**config.mk**
```make
export PLATFORM = sky130hd
export DESIGN_NAME = cu_multicycle_flat
export DESIGN_NICKNAME = d
export VERILOG_FILES = /design/src/rtl/cu_multicycle_if.sv /design/src/rtl/cu_multicycle.sv /design/src/flat_wrapper.sv
export SDC_FILE = /design/constraint.sdc
export NUM_CORES = 1
export LEC_CHECK = 0
export BUFFER_PORTS_ARGS = -buffer_cell sky130_fd_sc_hd__buf_2
export CAP_MARGIN = 10
export CORE_ASPECT_RATIO = 1.25
export CORE_MARGIN = 3
export CORE_UTILIZATION = 30
export DETAILED_ROUTE_END_ITERATION = 10
export PLACE_DENSITY = 0.58
export SYNTH_ARGS = -nofsm -noshare
export SYNTH_HDL_FRONTEND = slang
export SYNTH_SLANG_ARGS = --single-unit
```
**constraint.sdc**
```tcl
create_clock -name clk -period 3.49 [get_ports clk]
set_input_delay 0.5235 -clock clk [delete_from_list [all_inputs] [get_ports clk]]
set_output_delay 0.5235 -clock clk [all_outputs]
set_load 0.01 [all_outputs]
```
**src/rtl/cu_multicycle_if.sv**
```systemverilog
// Handshake and control bundle between the fetch stage, data memory and the
// multi-cycle control unit.
interface cu_multicycle_if #(
  parameter int OPCODE_W = 7,
  parameter int ALU_W    = 3,
  parameter int CNT_W    = 16
);
  logic                instr_valid;
  logic                instr_ready;
  logic [OPCODE_W-1:0] opcode;
  logic                mem_ready;
  logic [ALU_W-1:0]    alu_ctl;
  logic                alu_src_imm;
  logic                data_rom_read_en;
  logic                data_rom_write_en;
  logic                reg_write_en;
  logic                wb_sel_mem;
  logic                pc_en;
  logic                illegal_op;
  logic                busy;
  logic [CNT_W-1:0]    retired;

  modport master (
    output instr_valid, opcode, mem_ready,
    input  instr_ready, alu_ctl, alu_src_imm, data_rom_read_en,
           data_rom_write_en, reg_write_en, wb_sel_mem, pc_en,
           illegal_op, busy, retired
  );

  modport slave (
    input  instr_valid, opcode, mem_ready,
    output instr_ready, alu_ctl, alu_src_imm, data_rom_read_en,
           data_rom_write_en, reg_write_en, wb_sel_mem, pc_en,
           illegal_op, busy, retired
  );
endinterface

```
**src/rtl/cu_multicycle.sv**
```systemverilog
// Multi-cycle control unit: steps each accepted opcode through
// FETCH/DECODE/EXEC/MEM/WB and counts retired legal instructions.
module cu_multicycle #(
  parameter int                  OPCODE_W = 7,
  parameter int                  ALU_W    = 3,
  parameter logic [OPCODE_W-1:0] OP_ADD   = 7'b0110011,
  parameter logic [OPCODE_W-1:0] OP_ADDI  = 7'b0010011,
  parameter logic [OPCODE_W-1:0] OP_LW    = 7'b0000011,
  parameter logic [OPCODE_W-1:0] OP_SW    = 7'b0100011,
  parameter logic [ALU_W-1:0]    ALU_ADD  = 3'b000,
  parameter logic [ALU_W-1:0]    ALU_NOP  = 3'b111,
  parameter int                  CNT_W    = 16
) (
  input logic              clk,
  input logic              rst_n,
  cu_multicycle_if.slave   bus
);

  typedef enum logic [2:0] {
    S_FETCH,
    S_DECODE,
    S_EXEC,
    S_MEM,
    S_WB
  } state_t;

  localparam logic [CNT_W-1:0] CNT_ONE = {{(CNT_W-1){1'b0}}, 1'b1};

  state_t              state;
  state_t              state_nxt;
  logic [OPCODE_W-1:0] op_q;
  logic [CNT_W-1:0]    retired_q;

  logic                is_add;
  logic                is_addi;
  logic                is_lw;
  logic                is_sw;
  logic                is_legal;
  logic                retire;

  logic                instr_ready;
  logic [ALU_W-1:0]    alu_ctl;
  logic                alu_src_imm;
  logic                rd_en;
  logic                wr_en;
  logic                reg_write_en;
  logic                wb_sel_mem;
  logic                pc_en;
  logic                illegal_op;

  assign is_add   = (op_q == OP_ADD);
  assign is_addi  = (op_q == OP_ADDI);
  assign is_lw    = (op_q == OP_LW);
  assign is_sw    = (op_q == OP_SW);
  assign is_legal = is_add | is_addi | is_lw | is_sw;

  // The opcode is captured only on the accepting edge, so later bus changes are ignored.
  always_ff @(posedge clk) begin
    if (!rst_n) begin
      state     <= S_FETCH;
      op_q      <= '0;
      retired_q <= '0;
    end else begin
      state <= state_nxt;
      if (state == S_FETCH && bus.instr_valid) begin
        op_q <= bus.opcode;
      end
      if (retire) begin
        retired_q <= retired_q + CNT_ONE;
      end
    end
  end

  always_comb begin
    state_nxt    = state;
    instr_ready  = 1'b0;
    alu_ctl      = ALU_NOP;
    alu_src_imm  = 1'b0;
    rd_en        = 1'b0;
    wr_en        = 1'b0;
    reg_write_en = 1'b0;
    wb_sel_mem   = 1'b0;
    pc_en        = 1'b0;
    illegal_op   = 1'b0;
    retire       = 1'b0;
    case (state)
      S_FETCH: begin
        instr_ready = 1'b1;
        if (bus.instr_valid) begin
          state_nxt = S_DECODE;
        end
      end
      S_DECODE: begin
        if (is_legal) begin
          state_nxt = S_EXEC;
        end else begin
          illegal_op = 1'b1;
          pc_en      = 1'b1;
          state_nxt  = S_FETCH;
        end
      end
      S_EXEC: begin
        alu_ctl     = ALU_ADD;
        alu_src_imm = !is_add;
        state_nxt   = (is_lw || is_sw) ? S_MEM : S_WB;
      end
      S_MEM: begin
        // A store retires straight out of MEM in the cycle memory completes.
        alu_ctl     = ALU_ADD;
        alu_src_imm = 1'b1;
        rd_en       = is_lw;
        wr_en       = is_sw;
        if (bus.mem_ready) begin
          if (is_lw) begin
            state_nxt = S_WB;
          end else begin
            pc_en     = 1'b1;
            retire    = 1'b1;
            state_nxt = S_FETCH;
          end
        end
      end
      S_WB: begin
        alu_ctl      = ALU_ADD;
        alu_src_imm  = !is_add;
        reg_write_en = 1'b1;
        wb_sel_mem   = is_lw;
        pc_en        = 1'b1;
        retire       = 1'b1;
        state_nxt    = S_FETCH;
      end
      default: begin
        state_nxt = S_FETCH;
      end
    endcase
  end

  assign bus.instr_ready       = instr_ready;
  assign bus.alu_ctl           = alu_ctl;
  assign bus.alu_src_imm       = alu_src_imm;
  assign bus.data_rom_read_en  = rd_en;
  assign bus.data_rom_write_en = wr_en;
  assign bus.reg_write_en      = reg_write_en;
  assign bus.wb_sel_mem        = wb_sel_mem;
  assign bus.pc_en             = pc_en;
  assign bus.illegal_op        = illegal_op;
  assign bus.busy              = (state != S_FETCH);
  assign bus.retired           = retired_q;

endmodule

```
**src/flat_wrapper.sv**
```systemverilog
// flat-port wrapper written by rule: the top's interface ports become plain ports
module cu_multicycle_flat 
#(
  parameter int                  OPCODE_W = 7,
  parameter int                  ALU_W    = 3,
  parameter logic [OPCODE_W-1:0] OP_ADD   = 7'b0110011,
  parameter logic [OPCODE_W-1:0] OP_ADDI  = 7'b0010011,
  parameter logic [OPCODE_W-1:0] OP_LW    = 7'b0000011,
  parameter logic [OPCODE_W-1:0] OP_SW    = 7'b0100011,
  parameter logic [ALU_W-1:0]    ALU_ADD  = 3'b000,
  parameter logic [ALU_W-1:0]    ALU_NOP  = 3'b111,
  parameter int                  CNT_W    = 16
)
  (clk, rst_n, bus_instr_valid, bus_opcode, bus_mem_ready, bus_instr_ready, bus_alu_ctl, bus_alu_src_imm, bus_data_rom_read_en, bus_data_rom_write_en, bus_reg_write_en, bus_wb_sel_mem, bus_pc_en, bus_illegal_op, bus_busy, bus_retired);
  cu_multicycle_if #(.OPCODE_W(OPCODE_W), .ALU_W(ALU_W), .CNT_W(CNT_W)) bus_i ();
  input logic clk;
  input logic rst_n;
  input wire logic [$bits(bus_i.instr_valid)-1:0] bus_instr_valid;
  input wire logic [$bits(bus_i.opcode)-1:0] bus_opcode;
  input wire logic [$bits(bus_i.mem_ready)-1:0] bus_mem_ready;
  output wire logic [$bits(bus_i.instr_ready)-1:0] bus_instr_ready;
  output wire logic [$bits(bus_i.alu_ctl)-1:0] bus_alu_ctl;
  output wire logic [$bits(bus_i.alu_src_imm)-1:0] bus_alu_src_imm;
  output wire logic [$bits(bus_i.data_rom_read_en)-1:0] bus_data_rom_read_en;
  output wire logic [$bits(bus_i.data_rom_write_en)-1:0] bus_data_rom_write_en;
  output wire logic [$bits(bus_i.reg_write_en)-1:0] bus_reg_write_en;
  output wire logic [$bits(bus_i.wb_sel_mem)-1:0] bus_wb_sel_mem;
  output wire logic [$bits(bus_i.pc_en)-1:0] bus_pc_en;
  output wire logic [$bits(bus_i.illegal_op)-1:0] bus_illegal_op;
  output wire logic [$bits(bus_i.busy)-1:0] bus_busy;
  output wire logic [$bits(bus_i.retired)-1:0] bus_retired;
  assign bus_i.instr_valid = bus_instr_valid;
  assign bus_i.opcode = bus_opcode;
  assign bus_i.mem_ready = bus_mem_ready;
  assign bus_instr_ready = bus_i.instr_ready;
  assign bus_alu_ctl = bus_i.alu_ctl;
  assign bus_alu_src_imm = bus_i.alu_src_imm;
  assign bus_data_rom_read_en = bus_i.data_rom_read_en;
  assign bus_data_rom_write_en = bus_i.data_rom_write_en;
  assign bus_reg_write_en = bus_i.reg_write_en;
  assign bus_wb_sel_mem = bus_i.wb_sel_mem;
  assign bus_pc_en = bus_i.pc_en;
  assign bus_illegal_op = bus_i.illegal_op;
  assign bus_busy = bus_i.busy;
  assign bus_retired = bus_i.retired;
  cu_multicycle #(.OPCODE_W(OPCODE_W), .ALU_W(ALU_W), .OP_ADD(OP_ADD), .OP_ADDI(OP_ADDI), .OP_LW(OP_LW), .OP_SW(OP_SW), .ALU_ADD(ALU_ADD), .ALU_NOP(ALU_NOP), .CNT_W(CNT_W)) u_core (.clk(clk), .rst_n(rst_n), .bus(bus_i));
endmodule
```
==> results.cfg, run 1 <==
[cts]
cts_resized = 0
htreeDepth = 1
clock_latency_ns = 0.27
cts_hold_buf = 0
cts_max_path_buffers = 2
clk_pin_slew_worst_paths_ns = 0.09
cts_setup_buffers = 0
cts_sinks = 26
root_buffer = clkbuf_8
cts_tree = yes
numCtsBuffers = 3

[sta]
setup_violations = 0
maxSlewViolCount = 0
rsz0062_at_grt = false
relSlewSlack_pct = 62.2
finalCritPeriodShare_pct = 65.1
skew_ns = 0.00340
timing.fmax_mhz = 440
finalHoldViolations = 0
worst_pin_slew_ns = 0.564
fin_tns_setup_ns = 0
finalCriticalPeriod_ns = 2.27

[critical_path]
cp_slowest_cell = dfxtp_1
critPathCaptureType = output port
slowest_delay_ns = 0.37
worst_ep_arrival_time_ns = 1.75
crit_fanout = 6
required_ns = 2.97
cp-start-kind = register
cp.depth = 5
r2r_cells = 5
critical_path_class = reg -> out
reg2reg_slack_ns = 1.56
critPathCapture = bus_pc_en
r2r-end = u_core.bus.retired[15]
crit_path_start = u_core.op_q[4]
cp_num_buf_inv = 1
cp_cell_sequence = nor4_2, a21oi_1, nor2_1, o21ai_0, buf_2
cp_top_family = simple AND/OR/NAND/NOR gates
reg2reg_from = u_core.state[0]

[global_route]
grt_max_degree = 32
gr-usage-met2_pct = 18.6
grt_pass1_vias = 1093
grt_use_total_pct = 12.4
met1_usage_pct = 16.5
grtUsageMet3_pct = 2.10
grt_antenna_before_repair = 0
grt.busiest_layer = met2
globalRoute.totalOverflow = 0
grt_pass1_wl_mm = 5.15

[yosys]
synth_cell_types = 37
async_reset_ff_share_pct = 0
synth_warnings = 0
netlist.top_cell.by_area = dfxtp_1
netlist_area_um2 = 1340
syn_avg_cell_area_um2 = 8.45
seq_area_frac_synth_pct = 39.0
yosysMostFrequentCell = dfxtp_1
synth-main-ff-cell = dfxtp_1
synthTopCellsByCount = dfxtp_1, nand2_1, nor2_1
synth_enable_flop_cells = 0
syn-num-nets = 170
synth_seq_cells = 26
netlist_top_cells_area = dfxtp_1, nand2_1, a21boi_0
syn_inst = 158
synth_top_area_share_pct = 39.0

[power_and_ir_drop]
powerDensity_nw_per_um2 = 339
p_total_uw = 542
ir_drop_mv = 0.135
p_leak_uw = 0.000648

[detailed_routing]
vias = 1208
wl_mm = 3.06
drcViolationCount = 0
ant_nets = 0
firstDrtPassIters = 4
first_iter_violations = 47
routed_via_density = 4.87
detail_route.wl_per_cell_um = 12.3

[final_layout]
final_cells = 248
drive_gt1_share_pct = 24.0
syn_to_final_growth_pct = 19.7
insertedDiodeCount = 0
fin_nets = 205
fin_area_um2 = 1600
n_fill_cell = 444

[placement]
gp_congestion = 0.750
place_hpwl_mm = 2.27
io_buffers = 38
place_area_um2 = 1540
dp_cells = 244

[floorplan]
die_y_um = 80.6
die-area_um2 = 5290
core_area_um2 = 4200
start_util_pct = 31.8
rows = 26
ioPinCount = 39
die_w_um = 65.7

[status]
status = complete, no violations

[run]
maxCapViolations = 0

[hold_path]
holdPathStages = 2
hp-class = reg -> reg
cells in the final DEF, fill, tap and decap left out, types with 2 or more instances in the layout:
cell	n
clkbuf_8	4
and2_1	6
nor2_1	11
buf_2	38
nand4_1	4
o21a_1	5
nand3b_1	2
and3_1	2
xnor2_1	5
o31ai_1	6
mux2i_1	2
nand2_1	25
a21boi_0	8
nor2b_1	2
nand2b_1	3
nor3_1	5
o21ai_0	7
a21boi_1	2
o211ai_1	5
or3_1	3
dfxtp_1	26
nand3_1	5
inv_1	3
kinds of logic (layout without fill, tap and decap cells):
kind of cell | after synthesis | after routing | share of synthesized area [%]
multiplexers | 2 | 2 | 1.50
AO/OA/AOI/OAI | 37 | 37 | 20.8
XOR/XNOR | 5 | 5 | 3.28
buffers and inverters | 12 | 46 | 5.44
adder cells (fa/ha/maj) | 1 | 1 | 0.937
AND/OR/NAND/NOR | 75 | 75 | 29.1
flip-flops | 26 | 26 | 39.0
flip-flops by register name, indices dropped and copies added, names as in the netlist:
name                flops
u_core.op_q             7
u_core.bus.retired     16
u_core.state            3
through the flow:
stage,utilization [%],setup slack (ns),hold slack [ns]
after CTS,38.1,1.22,0.482
after floorplan,-,1.67,0.447
after detailed placement,36.8,1.48,0.469
after global routing,38.1,1.05,0.493
final,38.1,1.22,0.476
after global placement,36.8,1.50,0.464
layer usage:
layer,part of all wire [%],vias up
li1,-,631
met1,49,545
met2,44,26
met3,4.1,6
met4,2.9,0
met5,0,-
tightest hold or removal path, cell delays in order, from the launching register on:
cell and delay (ns):
dfxtp_1 0.32, o31ai_1 0.06, a21boi_1 0.05
how the worst min path moves through the flow:
| stage | from | endpoint | slack [ns] |
|---|---|---|---|
| 3_5_place_dp | u_core.bus.retired[15] | u_core.bus.retired[15] | 0.47 |
| 3_3_place_gp | u_core.bus.retired[15] | u_core.bus.retired[15] | 0.46 |
| 2_1_floorplan | u_core.op_q[2] | u_core.op_q[2] | 0.45 |
| 5_1_grt | bus_opcode[2] | u_core.op_q[2] | 0.49 |
| 6_report | u_core.bus.retired[15] | u_core.bus.retired[15] | 0.48 |
| 4_1_cts | u_core.bus.retired[15] | u_core.bus.retired[15] | 0.48 |
cell type report:
| class | count | area (um2) | area share, % |
|---|---|---|---|
| Clock buffer | 4 | 55.1 | 3.45 |
| Timing Repair Buffer | 38 | 190 | 11.9 |
| Multi-Input combinational cell | 120 | 742 | 46.4 |
| Tap cell | 56 | 70.1 | 4.39 |
| Inverter | 4 | 20.0 | 1.25 |
| Sequential cell | 26 | 520 | 32.6 |
where the power goes:
part	switching [uW]	leakage, uW	internal [uW]
Clock	98.4	0.0000288	101
Combinational	19.4	0.000409	15.0
Sequential	6.10	0.000211	302
(Power assumes the default switching activity.)
==> inputs of run 2 (changes only) <==
Clock period 3.49 ns to 2.2 ns, I/O delays scaled along.
==> run 2 against run 1 <==
Power grew 75%; final cell count stayed put; sequential cell count stayed put; final area rose by 1.6%; hold slack got worse by 0.18 ns; register-to-register slack got worse by 1.3 ns; setup slack worse by 1.1 ns; largest power group unchanged.
==> results.cfg, run 2 (synthesized netlist as in run 1, its figures left out) <==
[global_route]
grt_pass1_wl_mm = 5.07
globalRoute.totalOverflow = 0
grt_max_degree = 32
grt_use_total_pct = 11.9
grt_antenna_before_repair = 0
grt_pass1_vias = 1091

[detailed_routing]
first_iter_violations = 35
wl_met2_mm = 1.34
detail_route.wl_per_cell_um = 12.0
wl_met1_mm = 1.48
vias = 1210
drcViolationCount = 0
route.met3.wl_um = 112
ant_nets = 0
routed_via_density = 4.88
wl_mm = 2.98
firstDrtPassIters = 4
top_layer_used = met4

[critical_path]
slowest_delay_ns = 0.53
cp-start-kind = register
reg2reg_slack_ns = 0.25
critPathCaptureType = output port
crit_fanout = 10
cp_cell_sequence = nand4b_1, a21oi_1, nor2_1, o21ai_0, buf_2
reg2reg_from = u_core.state[0]
r2r-end = u_core.bus.retired[15]
r2r_cells = 5
worst_ep_arrival_time_ns = 1.70
required_ns = 1.87
critical_path_class = reg -> out
cp_slowest_cell = dfxtp_1

[hold_path]
holdPathStages = 3
hp-class = in -> reg
worstHoldStart = bus_opcode[0]
hold_path_end = u_core.op_q[0]

[floorplan]
start_util_pct = 31.8
rows = 26
ioPinCount = 39
die-area_um2 = 5290
die_w_um = 65.7
die_y_um = 80.6
core_area_um2 = 4200

[sta]
maxSlewViolCount = 0
relSlewSlack_pct = 63.7
setup_violations = 0
fin_tns_setup_ns = 0
worst_pin_slew_ns = 0.542
finalHoldViolations = 0
timing.fmax_mhz = 492
skew_ns = 0.00542
finalCritPeriodShare_pct = 92.4
finalCriticalPeriod_ns = 2.03
rsz0062_at_grt = false

[run]
maxCapViolations = 0

[cts]
htreeDepth = 1
root_buffer = clkbuf_8
clk_pin_slew_worst_paths_ns = 0.10
cts_max_path_buffers = 2
clock_latency_ns = 0.27
numCtsBuffers = 3
cts_hold_buf = 0
cts_tree = yes
cts_sinks = 26

[status]
status = complete, no violations

[final_layout]
final_util_pct = 38.7
syn_to_final_growth_pct = 21.6
final_common_cell = buf_2
insertedDiodeCount = 0
n_fill_cell = 454
layout_common_cells = buf_2, dfxtp_1, nand2_1
largest_reg_flops = 16
fin_nets = 205
drive_gt1_share_pct = 24.0

[power_and_ir_drop]
ir_drop_mv = 0.233
p_leak_uw = 0.000659
powerDensity_nw_per_um2 = 583

[placement]
gp_congestion = 0.734
place_hpwl_mm = 2.22
io_buffers = 38
==> run 2: cell count changes in the layout (fill, tap and decap cells not counted) <==
cell,before,now
nor4_4,0,1
nor4_2,1,0
clkbuf_8,4,3
bufinv_16,0,1
==> run 2: repair_timing <==
action                                  4_1_cts  5_1_grt
setup buffers                                 0        0
resized for setup                             0        1
endpoints found under the setup margin        0        1
==> run 2: layout make-up <==
type / count / area [um2] / share of cell area [%]
multi-input cells: 120 / 751 / 46.3
flip-flops and latches: 26 / 520 / 32.1
repair buffers: 38 / 190 / 11.7
well taps: 56 / 70.1 / 4.32
clock buffers: 3 / 41.3 / 2.54
clock inverters: 1 / 30.0 / 1.85
inverters: 4 / 20.0 / 1.23
==> run 2: how the worst max path moves through the flow <==
stage | start | slack [ns] | cells past startpoint | to
after global routing | u_core.op_q[3] | 0.009 | 5 | bus_pc_en
final | u_core.state[0] | 0.17 | 5 | bus_pc_en
after CTS | u_core.op_q[4] | 0.1 | 5 | bus_pc_en
after detailed placement | u_core.state[0] | 0.28 | 5 | u_core.bus.retired[15]
after floorplan | u_core.state[0] | 0.51 | 7 | u_core.bus.retired[11]
after global placement | u_core.bus.retired[0] | 0.37 | 6 | u_core.bus.retired[6]
==> run 2: critical path: cells and delay by family, from the launching register on <==
kind	cells	cell delay [ns]
AOI/OAI and AO/OA	2	0.44
buffers and inverters	1	0.15
DFF	1	0.53
and+or+nand+nor	2	0.32
==> run 2: per-layer routing <==
metal | vias to the layer above | track usage (%)
met4 | 0 | 4.36
met3 | 4 | 1.68
li1 | 630 | -
met1 | 549 | 15.6
met2 | 27 | 19.5
met5 | - | 0
==> run 2: metrics by stage <==
stage | total power, uW | area (um2) | setup slack (ns) | instances | hold slack [ns]
2_1_floorplan | 535 | 1340 | 0.510 | 158 | 0.447
3_3_place_gp | 555 | 1540 | 0.373 | 244 | 0.466
3_5_place_dp | 555 | 1540 | 0.285 | 244 | 0.472
4_1_cts | 953 | 1610 | 0.0988 | 248 | 0.291
5_1_grt | 984 | 1620 | 0.00923 | 248 | 0.304
6_report | 946 | 1620 | 0.167 | 248 | 0.295
==> run 2: report_power, final <==
part	switching, uW	total [uW]	internal [uW]	leakage, uW
combinational	30.6	56.3	25.7	0.000412
sequential	11.6	490	479	0.000211
clock	156	399	243	0.0000357
total	198	946	748	0.000659
==> inputs of run 3 (changes only) <==
Settings changed: CELL_PAD_IN_SITES_DETAIL_PLACEMENT set to 0, CELL_PAD_IN_SITES_GLOBAL_PLACEMENT set to 2, CORE_UTILIZATION 30 to 29, PLACE_DENSITY 0.58 to 0.85.
==> run 3 against run 2 <==
First-iteration DRC count is 14% higher; critical path depth stayed put; clock power is 23% lower; critical path type unchanged; largest cell class unchanged.
==> results.cfg, run 3 (synthesized netlist as in run 1, its figures left out) <==
[sta]
finalCritPeriodShare_pct = 90.9
relSlewSlack_pct = 62.9
setup_violations = 0
worst_pin_slew_ns = 0.554
finalCriticalPeriod_ns = 2.00
finalHoldViolations = 0
maxSlewViolCount = 0
skew_ns = 0.00748
rsz0062_at_grt = false
holdWs_ns = 0.309
fin_tns_setup_ns = 0
timing.fmax_mhz = 500

[detailed_routing]
vias = 1241
firstDrtPassIters = 4
wl_mm = 3.16
ant_nets = 0
detail_route.wl_per_cell_um = 12.7
drcViolationCount = 0
routed_via_density = 5.00
first_iter_violations = 40

[hold_path]
holdPathStages = 3
hp-class = in -> reg

[final_layout]
syn_to_final_growth_pct = 19.9
final_common_cell = buf_2
insertedDiodeCount = 0
fin_nets = 205
multiInputGateArea_um2 = 744
drive_gt1_share_pct = 24.5
layout_common_cells = buf_2, dfxtp_1, nand2_1
largest_reg_flops = 16
regArea_um2 = 520
n_fill_cell = 455

[critical_path]
required_ns = 1.87
critical_path_class = reg -> out
critPathCaptureType = output port
worst_ep_arrival_time_ns = 1.67
reg2reg_slack_ns = 0.24
crit_path_start = u_core.op_q[4]
cp-start-kind = register
reg2reg_from = u_core.state[0]
r2r-end = u_core.bus.retired[15]
r2r_cells = 5
crit_fanout = 6
critPathCapture = bus_pc_en

[status]
status = complete, no violations

[global_route]
grt_pass1_wl_mm = 5.13
grt_use_total_pct = 11.9
grt_antenna_before_repair = 0
grt_pass1_vias = 1194
grt_max_degree = 32
globalRoute.totalOverflow = 0

[floorplan]
die_y_um = 81.9
start_util_pct = 31.3
rows = 26
core_area_um2 = 4260
die_w_um = 66.7
die-area_um2 = 5460
ioPinCount = 39

[cts]
cts_tree = yes
cts_hold_buf = 0
root_buffer = clkbuf_8
clk_pin_slew_worst_paths_ns = 0.08
cts_setup_buffers = 0
cts_max_path_buffers = 2
cts_resized = 0
clock_latency_ns = 0.27
htreeDepth = 1
numCtsBuffers = 3
cts_sinks = 26

[placement]
io_buffers = 38
gp_congestion = 0.728
place_hpwl_mm = 2.41

[run]
maxCapViolations = 0

[power_and_ir_drop]
powerDensity_nw_per_um2 = 532
p_leak_uw = 0.000649
ir_drop_mv = 0.178
[run 3: cell types whose count changed in the layout (fill, tap and decap cells not counted), sizes merged]
cell | previous run | this run
bufinv | 1 | 0
clkbuf | 3 | 4
[run 3: power by group]
group          switching (uW)  internal (uW)  leakage [uW]
combinational            31.0           23.9      0.000410
clock                     147            160     0.0000288
sequential               10.2            479      0.000211
[run 3: how the worst min path moves through the flow]
stage,startpoint,endpoint,slack (ns)
3_3_place_gp,u_core.op_q[2],u_core.op_q[2],0.46
4_1_cts,bus_opcode[4],u_core.op_q[4],0.30
5_1_grt,bus_opcode[1],u_core.op_q[1],0.31
3_5_place_dp,u_core.bus.retired[15],u_core.bus.retired[15],0.47
6_report,bus_opcode[4],u_core.op_q[4],0.31
2_1_floorplan,u_core.op_q[2],u_core.op_q[2],0.45
[run 3: cell type report]
class / instances / share of cell area (%)
Clock buffer: 4 / 3.44
Inverter: 4 / 1.25
Multi-Input combinational cell: 120 / 46.5
Sequential cell: 26 / 32.5
Tap cell: 56 / 4.38
Timing Repair Buffer: 38 / 11.9
[run 3: per-layer routing]
layer	wire [um]	global-route usage, %	vias to the layer above
met5	0	0	-
li1	-	-	626
met4	22	4.67	0
met1	1390	14.2	580
met2	1590	21.1	33
met3	161	1.78	2
[run 3: worst max-delay path, cell delays in order (launching register included)]
cell and delay (ns):
dfxtp_1 0.38, nor4_2 0.35, a21oi_1 0.21, nor2_2 0.19, o21ai_0 0.11, buf_2 0.16
[run 3: metrics by stage]
step                total power, uW  instance area (um2)  util (%)  setup slack (ns)  instances
detailed placement              556                 1540      36.2             0.313        244
global route                    891                 1600      37.6            0.0473        248
floorplan                       535                 1340         -             0.510        158
finish                          851                 1600      37.6             0.200        248
global placement                554                 1540      36.2             0.386        244
CTS                             864                 1600      37.5             0.127        248
